$ cat src/rtl/hfosc_pkg.sv
// Shared constants, state type and reload helper for the HFOSC tick generator.
package hfosc_pkg;

  localparam int unsigned HFOSC_CLK_HZ = 32'd48000000;

  localparam logic [1:0] HFOSC_DIV1 = 2'd0;
  localparam logic [1:0] HFOSC_DIV2 = 2'd1;
  localparam logic [1:0] HFOSC_DIV4 = 2'd2;
  localparam logic [1:0] HFOSC_DIV8 = 2'd3;

  typedef enum logic {
    SETTLE = 1'b0,
    RUN    = 1'b1
  } hfosc_state_t;

  // Prescaler reload for one divider code; clamps to 0 if the divided clock is below TICK_HZ.
  function automatic logic [15:0] hfosc_reload(input int unsigned clk_hz,
                                               input int unsigned tick_hz,
                                               input logic [1:0]  div_sel);
    int unsigned f;
    int unsigned q;
    f = clk_hz >> div_sel;
    q = f / tick_hz;
    if (q == 32'd0) begin
      hfosc_reload = 16'd0;
    end else begin
      hfosc_reload = 16'(q - 32'd1);
    end
  endfunction

endpackage

$ cat src/rtl/hfosc_settle.sv
// Settle timer: holds ready low for SETTLE_CYCLES clocks after reset release, then latches it high.
module hfosc_settle
  import hfosc_pkg::*;
#(
  parameter int unsigned SETTLE_CYCLES = 32'd4800
) (
  input  logic clk,
  input  logic rst,
  output logic ready
);

  localparam logic [15:0] LAST = 16'(SETTLE_CYCLES - 32'd1);

  hfosc_state_t state;
  hfosc_state_t state_next;
  logic [15:0]  count;
  logic [15:0]  count_next;
  logic         ready_next;

  // State, settle count and ready register
  always_ff @(posedge clk) begin
    if (rst) begin
      state <= SETTLE;
      count <= 16'd0;
      ready <= 1'b0;
    end else begin
      state <= state_next;
      count <= count_next;
      ready <= ready_next;
    end
  end

  // Next-state decode
  always_comb begin
    state_next = state;
    case (state)
      SETTLE: begin
        if (count == LAST) begin
          state_next = RUN;
        end else begin
          state_next = SETTLE;
        end
      end
      RUN:     state_next = RUN;
      default: state_next = SETTLE;
    endcase
  end

  // Counter advance and ready decode; ready is taken from the next state so it is a clean flop output
  always_comb begin
    count_next = count;
    ready_next = 1'b0;
    case (state)
      SETTLE: begin
        if (count == LAST) begin
          count_next = count;
        end else begin
          count_next = count + 16'd1;
        end
        ready_next = (state_next == RUN);
      end
      RUN: begin
        count_next = count;
        ready_next = 1'b1;
      end
      default: begin
        count_next = 16'd0;
        ready_next = 1'b0;
      end
    endcase
  end

endmodule

$ cat src/rtl/hfosc_tick_gen.sv
// TICK_HZ strobe generator behind SB_HFOSC, independent of the CLKHF divider setting.
// Define HFOSC_TICK_SEC_EN to add the once-per-second sec_tick output.
module hfosc_tick_gen
  import hfosc_pkg::*;
#(
  parameter int unsigned CLK_HZ        = HFOSC_CLK_HZ,
  parameter int unsigned TICK_HZ       = 32'd1000,
  parameter int unsigned SETTLE_CYCLES = 32'd4800
) (
  input  logic        clk,
  input  logic        rst,
  input  logic [1:0]  div_sel,
  output logic        ready,
  output logic        tick,
`ifdef HFOSC_TICK_SEC_EN
  output logic        sec_tick,
`endif
  output logic [15:0] tick_cnt
);

  localparam int unsigned RATIO = CLK_HZ / TICK_HZ;

  generate
    if (RATIO > 32'd65536 || RATIO < 32'd2) begin : g_bad_ratio
      $error("hfosc_tick_gen: CLK_HZ/TICK_HZ must be within 2..65536");
    end
    if (SETTLE_CYCLES == 32'd0 || SETTLE_CYCLES > 32'd65536) begin : g_bad_settle
      $error("hfosc_tick_gen: SETTLE_CYCLES must be within 1..65536");
    end
  endgenerate

  // One reload constant per divider code, so no runtime divider is built
  localparam logic [15:0] RLD_DIV1 = hfosc_reload(CLK_HZ, TICK_HZ, HFOSC_DIV1);
  localparam logic [15:0] RLD_DIV2 = hfosc_reload(CLK_HZ, TICK_HZ, HFOSC_DIV2);
  localparam logic [15:0] RLD_DIV4 = hfosc_reload(CLK_HZ, TICK_HZ, HFOSC_DIV4);
  localparam logic [15:0] RLD_DIV8 = hfosc_reload(CLK_HZ, TICK_HZ, HFOSC_DIV8);

  logic [1:0]  div_r;
  logic [1:0]  div_d;
  logic        div_chg;
  logic [15:0] reload;
  logic [15:0] presc;
  logic        tick_fire;

  hfosc_settle #(
    .SETTLE_CYCLES(SETTLE_CYCLES)
  ) u_settle (
    .clk  (clk),
    .rst  (rst),
    .ready(ready)
  );

  // div_sel is same-clock configuration: one capture stage plus a delayed copy for change detect
  always_ff @(posedge clk) begin
    if (rst) begin
      div_r <= div_sel;
      div_d <= div_sel;
    end else begin
      div_r <= div_sel;
      div_d <= div_r;
    end
  end

  assign div_chg = (div_r != div_d);

  // Reload value for the captured divider code
  always_comb begin
    reload = RLD_DIV1;
    case (div_r)
      HFOSC_DIV1: reload = RLD_DIV1;
      HFOSC_DIV2: reload = RLD_DIV2;
      HFOSC_DIV4: reload = RLD_DIV4;
      HFOSC_DIV8: reload = RLD_DIV8;
      default:    reload = RLD_DIV1;
    endcase
  end

  // A divider change outranks a coinciding prescaler zero
  assign tick_fire = ready && !div_chg && (presc == 16'd0);

  // Prescaler, tick strobe and tick counter; held at reload throughout SETTLE so RUN starts a full period
  always_ff @(posedge clk) begin
    if (rst) begin
      presc    <= 16'd0;
      tick     <= 1'b0;
      tick_cnt <= 16'd0;
    end else if (!ready || div_chg) begin
      presc    <= reload;
      tick     <= 1'b0;
    end else if (tick_fire) begin
      presc    <= reload;
      tick     <= 1'b1;
      tick_cnt <= tick_cnt + 16'd1;
    end else begin
      presc    <= presc - 16'd1;
      tick     <= 1'b0;
    end
  end

`ifdef HFOSC_TICK_SEC_EN
  localparam int unsigned      SUB_W    = (TICK_HZ > 32'd1) ? $clog2(TICK_HZ) : 32'd1;
  localparam logic [SUB_W-1:0] SUB_LAST = SUB_W'(TICK_HZ - 32'd1);

  logic [SUB_W-1:0] sub_cnt;

  // Seconds sub-counter: counts delivered ticks only, pulses on every TICK_HZ-th one
  always_ff @(posedge clk) begin
    if (rst) begin
      sub_cnt  <= '0;
      sec_tick <= 1'b0;
    end else if (tick_fire) begin
      if (sub_cnt == SUB_LAST) begin
        sub_cnt  <= '0;
        sec_tick <= 1'b1;
      end else begin
        sub_cnt  <= sub_cnt + SUB_W'(1);
        sec_tick <= 1'b0;
      end
    end else begin
      sec_tick <= 1'b0;
    end
  end
`endif

endmodule

$ cat config.mk
export PLATFORM = sky130hd
export DESIGN_NAME = hfosc_tick_gen
export DESIGN_NICKNAME = d
export VERILOG_FILES = /design/src/rtl/hfosc_pkg.sv /design/src/rtl/hfosc_settle.sv /design/src/rtl/hfosc_tick_gen.sv
export SDC_FILE = /design/constraint.sdc
export NUM_CORES = 1
export LEC_CHECK = 0
export ABC_AREA = 0
export CAP_MARGIN = 20
export CORE_UTILIZATION = 52
export DETAILED_ROUTE_END_ITERATION = 12
export GPL_TIMING_DRIVEN = 0
export PLACE_DENSITY = 0.75
export SLEW_MARGIN = 10
export SYNTH_ARGS = -nofsm -noshare
export SYNTH_HDL_FRONTEND = slang
export SYNTH_HIERARCHICAL = 1
export SYNTH_SLANG_ARGS = --single-unit
$ cat constraint.sdc
create_clock -name clk -period 1.95 [get_ports clk]
set_input_delay 0.2925 -clock clk [delete_from_list [all_inputs] [get_ports clk]]
set_output_delay 0.2925 -clock clk [all_outputs]
set_load 0.05 [all_outputs]
-- Word-level counts from Yosys, hierarchy flattened
Index checks and enable logic that the tools add are counted.
- register bits after elaboration: 55
- input port bits: 4
- output and inout port bits: 18
- logic and storage cells: 39
- add/sub/neg operators: 3
- eq/ne operators: 6
- muxes and demuxes: 10
- bitwise operators: 2
- reduce and logical (&&, ||, !) cells: 10
- operators with widths (kind ; number):
    two-way mux 16 bit ; 4
    case mux 16 bit (4 select lines) ; 1
    adder 16 x 1 -> 16 bit, second input constant ; 2
    equality test 16 x 13 -> 1 bit, second input constant ; 1
    logical NOT 16 bit ; 1
    subtractor 16 x 1 -> 16 bit, second input constant ; 1
    equality test 2 bit, second input constant ; 2
    case mux 1 bit (2 select lines) ; 2
    AND reduction 2 bit ; 2
    equality test 2 x 1 -> 1 bit, second input constant ; 1
    logical AND 1 bit ; 2
    logical NOT 1 bit ; 2
    logical NOT 2 bit ; 1
    two-way mux 1 bit ; 2
    two-way mux 2 bit ; 1
    != test 2 bit ; 1
    != test 2 bit, second input constant ; 1
    NOT 1 bit ; 2
    OR reduction 2 bit ; 1
    logical OR 1 bit ; 1

-- Depth between registers and ports, before layout
Gate-level depths: netlist of run 1.
- depth after elaboration: 6
- depth in mapped cells: 7
- gate-level depth less buffers: 6

-- By module
Netlist of run 1, hierarchy kept.
- modules (own cells, without submodules) (module ; instances ; cells an instance ; area each (um^2) ; seq. area each (um^2)):
    hfosc_tick_gen ; 1 ; 219 ; 2005.7 ; 740.7
    hfosc_settle ; 1 ; 99 ; 859.6 ; 340.3

-- Least setup slack after synthesis of run 1
Ideal clock, no wire load.
- path type: flip-flop to flip-flop
- start: register presc[0]
- end: register tick_cnt[15]
- arrival time: 1828 ps
- data required time: 1829 ps
- slack: 2 ps
- stages on the path, launching flop included: 8
- path buffers: 1
- cells stage by stage: dfxtp_1 > inv_1 > ha_1 > nor2b_1 > nand4_1 > clkbuf_1 > nor4_1 > mux2_2
- longest elaborated chain between the ends: 3
- RTL lines (element ; line ; source):
    from (decl) ; hfosc_tick_gen.sv:42 ; logic [15:0] presc;
    from (signal assigned) ; hfosc_tick_gen.sv:88 ; presc <= reload;
    from (signal assigned) ; hfosc_tick_gen.sv:91 ; presc <= reload;
    from (signal assigned) ; hfosc_tick_gen.sv:95 ; presc <= presc - 16'd1;
    logical NOT 16 bit ; hfosc_tick_gen.sv:79 ; assign tick_fire = ready && !div_chg && (presc == 16'd0);
    logical AND 1 bit ; hfosc_tick_gen.sv:79 ;
    AND reduction 2 bit (no source line) ; - ;
    to (signal assigned) ; hfosc_tick_gen.sv:93 ; tick_cnt <= tick_cnt + 16'd1;
    to (decl) ; hfosc_tick_gen.sv:18 ; output logic [15:0] tick_cnt
Every way passes these cells.
A chain may end at the register's enable or synchronous reset.

-- Worst setup path in the final report of run 1
- start: register presc[3]
- end: register presc[15]
- longest elaborated chain between the ends: 4
- elaborated cells on any way between the ends: 5
- RTL lines (element ; line ; source):
    parallel branches: the longest is 2 deep, another holds subtractor 16 x 1 -> 16 bit ; - ;
    two-way mux 16 bit (*) ; hfosc_tick_gen.sv:90 ; end else if (tick_fire) begin
    two-way mux 16 bit (*) ; hfosc_tick_gen.sv:87 ; end else if (!ready || div_chg) begin
Mark *: on every way between the ends.

==> results.ini, run 1 <==
[run_status]
status = finished, violations left
violations = setup timing

[power_and_ir_drop]
cellPowerDensity_nw_per_um2 = 583
peakVddDrop_uv = 489
leakage_uw = 0.00145
power_uw = 2200

[cells_and_area]
design_area_um2 = 3780
stdcell_count = 437
area_growth_pct = 32.0
layout-drive-gt1-share = 0.240
diodes = 0
fin_util = 0.726
fin_nets = 379

[routing]
routedWlPerCell_um = 17.4
route.final.wire_length_um = 7600
route.antenna.remaining_nets = 0
vias = 2701
first_iter_violations = 126
detail_route.first_pass.iterations = 4
via_per_inst = 6.18
drc = 0

[grt]
grt_usage = 0.256
grt_pass1_wl_um = 12200
grtUsageMet2 = 0.428
antenna_found_initial = 0
grt_max_degree = 18
gr-usage-met3 = 0.0371
grt_overflow = 0
top_usage_layer = met2
grt_pass1_vias = 2549
met1_usage = 0.337

[cts]
holdBufCountCts = 0
cts_buffers = 5
clk_latency_ps = 320
clk_path_buf_depth = 2
h-tree-depth = 2
cts_tree = done
cts_root_buf = clkbuf_8
cts_sinks = 54
path_clk_slew_ps = 100

[sta]
rsz0062_at_grt = true
worst_clock_skew_ps = 6.04
finalHoldViolCount = 0
slew_headroom = 0.633
setup_ws_ps = -55.9
fin_crit_sh = 1.03
min_period_ps = 2010
worst_pin_slew_ps = 549
max_freq_mhz = 499
slew_viol_final = 0
setup_viol_count_final = 7

[yosys]
synth_ff_type = dfxtp_1
syn_nets = 331
postSynthCellCount = 318
ys_ff_latch = 54
synth.most_common_cell = dfxtp_1
synth_area_leaders = dfxtp_1, nor2_1, nor4_1, ha_1, nor2b_1
synthTopCellsByCount = dfxtp_1, nor2_1, nor4_1, nor2b_1
ys_seq_area_frac = 0.377
syn_avg_cell_area_um2 = 9.01
synth_warnings = 6
yosysTopAreaCell = dfxtp_1
ys_types = 52
syn-cell-area_um2 = 2870
yosysTopAreaCellShare = 0.377
synth_edf_count = 0
async_flop_share = 0

[die]
placementRows = 26
die_width_um = 76.2
core_area_um2 = 5200
start_util = 0.550
dieArea_um2 = 5810
io_pins = 22
fp.dieH_um = 76.2

[critical_path]
cp_top_family = simple AND/OR/NAND/NOR gates
required_ps = 2160
path_buf_inv = 0
critPathKind = reg2reg
critPathSlowestCell = or4_2
slowest_delay_ps = 610
cp-start-kind = register
cp_data_arrival_time_ps = 2210
path_cells = nor3_4, nand4_2, or4_2, a311oi_1
crit_fanout = 5
critPathCaptureType = register

[placed_design]
placedCellCount = 409
gp_congestion = 0.874
post-dp-hpwl_um = 4330
portBuffers = 21
placed_area_um2 = 3160

[min_path]
hold_class = in2reg

[job]
cap_violations = 0

==> per-layer routing <==
metal,vias up,part of all wire
met4,0,0.023
met3,19,0.060
met2,102,0.48
met1,1313,0.44
li1,1267,-
met5,-,0
==> where the power goes <==
| part | internal, µW | switching, µW |
|---|---|---|
| combinational | 117 | 135 |
| clock | 382 | 391 |
| sequential | 1130 | 45.0 |
==> worst register-to-register path, delay by kind of cell, from the launching register on <==
kind,cells,cell delay (ps)
DFF,1,370
and+or+nand+nor,3,1160
AOI/OAI and AO/OA,1,370
==> path summary, 6_finish.rpt <==
check                            from                    to  slack (ps)  depth (start not counted)
setup reg to reg  presc[3]$_SDFF_PP0_  presc[15]$_SDFF_PP0_         -60                          4
hold / removal             div_sel[1]      div_r[1]$_DFF_P_         430                          1
hold reg to reg   presc[0]$_SDFF_PP0_   presc[0]$_SDFF_PP0_         510                          1
setup / recovery  presc[3]$_SDFF_PP0_  presc[15]$_SDFF_PP0_         -60                          4
==> metrics by stage <==
step                TNS [ps]  hold slack (ps)  worst slack (ps)
finish                  -199              431             -55.9
global route           -1060              439             -95.9
CTS                    -68.8              435             -19.0
detailed placement     -7720              471              -381
global placement       -7530              464              -422
floorplan                  0              320              1.66
==> area by class of cell <==
cell class              instances  area, µm²
fillers                       362       1420
flip-flops and latches         54       1090
inverters                       7       28.8
plain buffers                  16        118
clock buffers                   5       68.8
clock inverters                 3       45.0
repair buffers                 42        392
multi-input cells             240       1950
well taps                      70       87.6
==> placed cells by master, fill, tap and decap left out, drive strengths merged, types with 2 or more instances in the layout <==
cell type / instances
dfxtp: 54
nor2: 33
buf: 29
nor4: 21
clkdlybuf4s50: 19
nor2b: 15
nand3: 14
nand4: 14
a21oi: 14
mux2: 14
nand2: 13
clkbuf: 13
a211oi: 10
xor2: 10
xnor2: 10
ha: 9
nor3: 9
o31ai: 7
inv: 7
or4: 6
and4: 5
or3: 4
a21boi: 4
and3: 3
and4b: 3
o21ai: 3
a311oi: 3
and2: 2
clkinvlp: 2
nand4b: 2
nand4bb: 2
nand2b: 2
==> sequential cells by signal, indices dropped and copies added (netlist names) <==
| name | cells |
|---|---|
| u_settle/count | 16 |
| tick | 1 |
| tick_cnt | 16 |
| div_d | 2 |
| div_r | 2 |
| u_settle/state | 1 |
| presc | 16 |
==> kinds of logic (layout without fill, tap and decap cells) <==
logic type      count (synthesis)  count (layout)  synth area share
compound gates                 42              42            0.0961
xor+xnor                       20              20            0.0611
fa+ha+maj                       9               9            0.0393
buf+inv                        24              73            0.0441
flops                          54              54             0.377
mux                            15              15            0.0598
simple gates                  154             154             0.322
==> what timing repair did <==
| action | in CTS | in global routing |
|---|---|---|
| gates resized for setup | 42 | 28 |
| hold endpoints to repair | 0 | 0 |
| buffers inserted | 12 | 8 |
| pin swaps | 8 | 13 |
| cloned | 1 | 0 |
| endpoints found under the setup margin | 29 | 31 |
(Power assumes the default switching activity.)
==> inputs of run 2 (changes only) <==
--- a/config.mk
+++ b/config.mk
@@ -16,3 +16,4 @@
 export SYNTH_HDL_FRONTEND = slang
 export SYNTH_HIERARCHICAL = 1
 export SYNTH_SLANG_ARGS = --single-unit
+export TNS_END_PERCENT = 50
==> run 2 against run 1 <==
The run still ends with setup timing left; cell count down 0.69%; hold slack about the same; fmax down 0.40%; largest cell class unchanged; sequential share of layout area about the same; clock power about the same; worst setup slack worse by 8.0 ps; critical path type unchanged; clock skew up 0.60 ps; total power down 0.17%; non-clock buffer count down 3; critical endpoint unchanged.
==> results.ini, run 2 (synthesis gave the netlist of run 1 again) <==
[sta]
setup_viol_count_final = 7
finalHoldViolCount = 0
max_freq_mhz = 497
rsz0062_at_grt = true
worst_pin_slew_ps = 552
worst_clock_skew_ps = 6.65
setup_ws_ps = -63.9
slew_viol_final = 0
slew_headroom = 0.629
min_period_ps = 2010
fin_crit_sh = 1.03

[critical_path]
critPathCaptureType = register
crit-reg2reg-launch = presc[13]$_SDFF_PP0_
cp_top_family = simple AND/OR/NAND/NOR gates
path_buf_inv = 0
crit_fanout = 8
path_cells = nor4_2, nand4_1, a21oi_1, a311oi_1
cp-start-kind = register
cp_data_arrival_time_ps = 2200
required_ps = 2130
critPathSlowestCell = nor4_2
rr_endpoint = presc[15]$_SDFF_PP0_
r2r_cells = 4
worst-r2r-setup-slack_ps = -60
critPathKind = reg2reg
slowest_delay_ps = 540

[cells_and_area]
num-fill-cells = 359
layout-drive-gt1-share = 0.239
area_growth_pct = 32.4
fin_nets = 376
mostFrequentLayoutCells = dfxtp_1, nor2_1, clkdlybuf4s50_1, buf_4, nor4_4
top_regs = presc (16), tick_cnt (16), u_settle/count (16)
final_common_cell = dfxtp_1
diodes = 0

[cts]
h-tree-depth = 2
cts_sinks = 54
cts_buffers = 5
cts_tree = done
cts_root_buf = clkbuf_8
clk_path_buf_depth = 2
clk_latency_ps = 320
path_clk_slew_ps = 100

[grt]
antenna_found_initial = 0
grt_pass1_vias = 2538
grt_max_degree = 18
grt_usage = 0.249
grt_pass1_wl_um = 11800
grt_overflow = 0

[min_path]
hold_class = in2reg
min_from = div_sel[1]
holdPathEnd = div_r[1]$_DFF_P_
hold_path_depth = 1

[routing]
vias = 2669
detail_route.first_pass.iterations = 5
first_iter_violations = 154
via_per_inst = 6.15
route.final.wire_length_um = 7800
route.antenna.remaining_nets = 0
drc = 0
routedWlPerCell_um = 18.0

[placed_design]
gp_congestion = 0.874
dp_slack_ps = -381
post-dp-hpwl_um = 4330
portBuffers = 21

[die]
fp.dieH_um = 76.2
start_util = 0.550
die_width_um = 76.2
core_area_um2 = 5200
io_pins = 22
dieArea_um2 = 5810
placementRows = 26

[power_and_ir_drop]
cellPowerDensity_nw_per_um2 = 580
peakVddDrop_uv = 483
leakage_uw = 0.00148
power_uw = 2200

[run_status]
violations = setup timing
status = finished, violations left

[job]
cap_violations = 0

[run 2: changes by cell type in the layout (fill, tap and decap cells not counted), sizes merged]
| cell | before | now |
|---|---|---|
| buf | 29 | 26 |
| clkdlybuf4s50 | 19 | 18 |
| dlymetal6s2s | 1 | 2 |
[run 2: stage by stage]
stage	TNS [ps]	std cells	hold WS, ps	utilization	cell area [µm²]
4_1_cts	-214	429	435	0.688	3580
6_report	-149	434	430	0.729	3790
2_1_floorplan	0	318	320	-	2870
3_3_place_gp	-7530	409	464	0.608	3160
3_5_place_dp	-7720	409	471	0.608	3160
5_1_grt	-1310	434	437	0.729	3790
[run 2: worst reg2reg max path, cell delays in order, from the launching register on]
cell and delay (ps):
dfxtp_4 370, nor4_2 540, nand4_1 430, a21oi_1 420, a311oi_1 120
[run 2: repair_timing]
item                                    in CTS  in global routing
resized for setup                           38                 40
endpoints found under the setup margin      29                 32
gates cloned                                 1                  0
hold buffers                                 0                  0
pin swaps                                    5                 17
setup buffers                               11                  6
[run 2: routing by layer]
layer	track usage	vias to the layer above	wire length, µm
li1	-	1261	-
met1	0.311	1304	3370
met2	0.433	84	3750
met3	0.0383	20	399
met4	0.0846	0	270
met5	0	-	0
[run 2: cell type report]
| type | instances | area [µm²] | share of cell area |
|---|---|---|---|
| repair buffers | 39 | 372 | 0.0979 |
| well taps | 70 | 87.6 | 0.0231 |
| plain buffers | 16 | 113 | 0.0297 |
| inverters | 7 | 28.8 | 0.00758 |
| clock inverters | 3 | 45.0 | 0.0119 |
| multi-input cells | 240 | 1990 | 0.524 |
| clock buffers | 5 | 68.8 | 0.0181 |
| flip-flops and latches | 54 | 1090 | 0.288 |
[run 2: how the worst max path moves through the flow]
stage,end,cells after the start,start
final,presc[15]$_SDFF_PP0_,4,presc[13]$_SDFF_PP0_
after global routing,presc[15]$_SDFF_PP0_,4,presc[13]$_SDFF_PP0_
after floorplan,tick_cnt[15]$_SDFFE_PP0P_,7,presc[0]$_SDFF_PP0_
after CTS,tick_cnt[12]$_SDFFE_PP0P_,4,div_r[0]$_DFF_P_
after detailed placement,tick_cnt[9]$_SDFFE_PP0P_,7,presc[0]$_SDFF_PP0_
after global placement,tick_cnt[15]$_SDFFE_PP0P_,7,presc[0]$_SDFF_PP0_
[run 2: power breakdown]
group / leakage, µW / switching (µW) / internal [µW]
clock: 0.0000504 / 394 / 382
combinational: 0.000984 / 135 / 111
sequential: 0.000444 / 45.5 / 1130
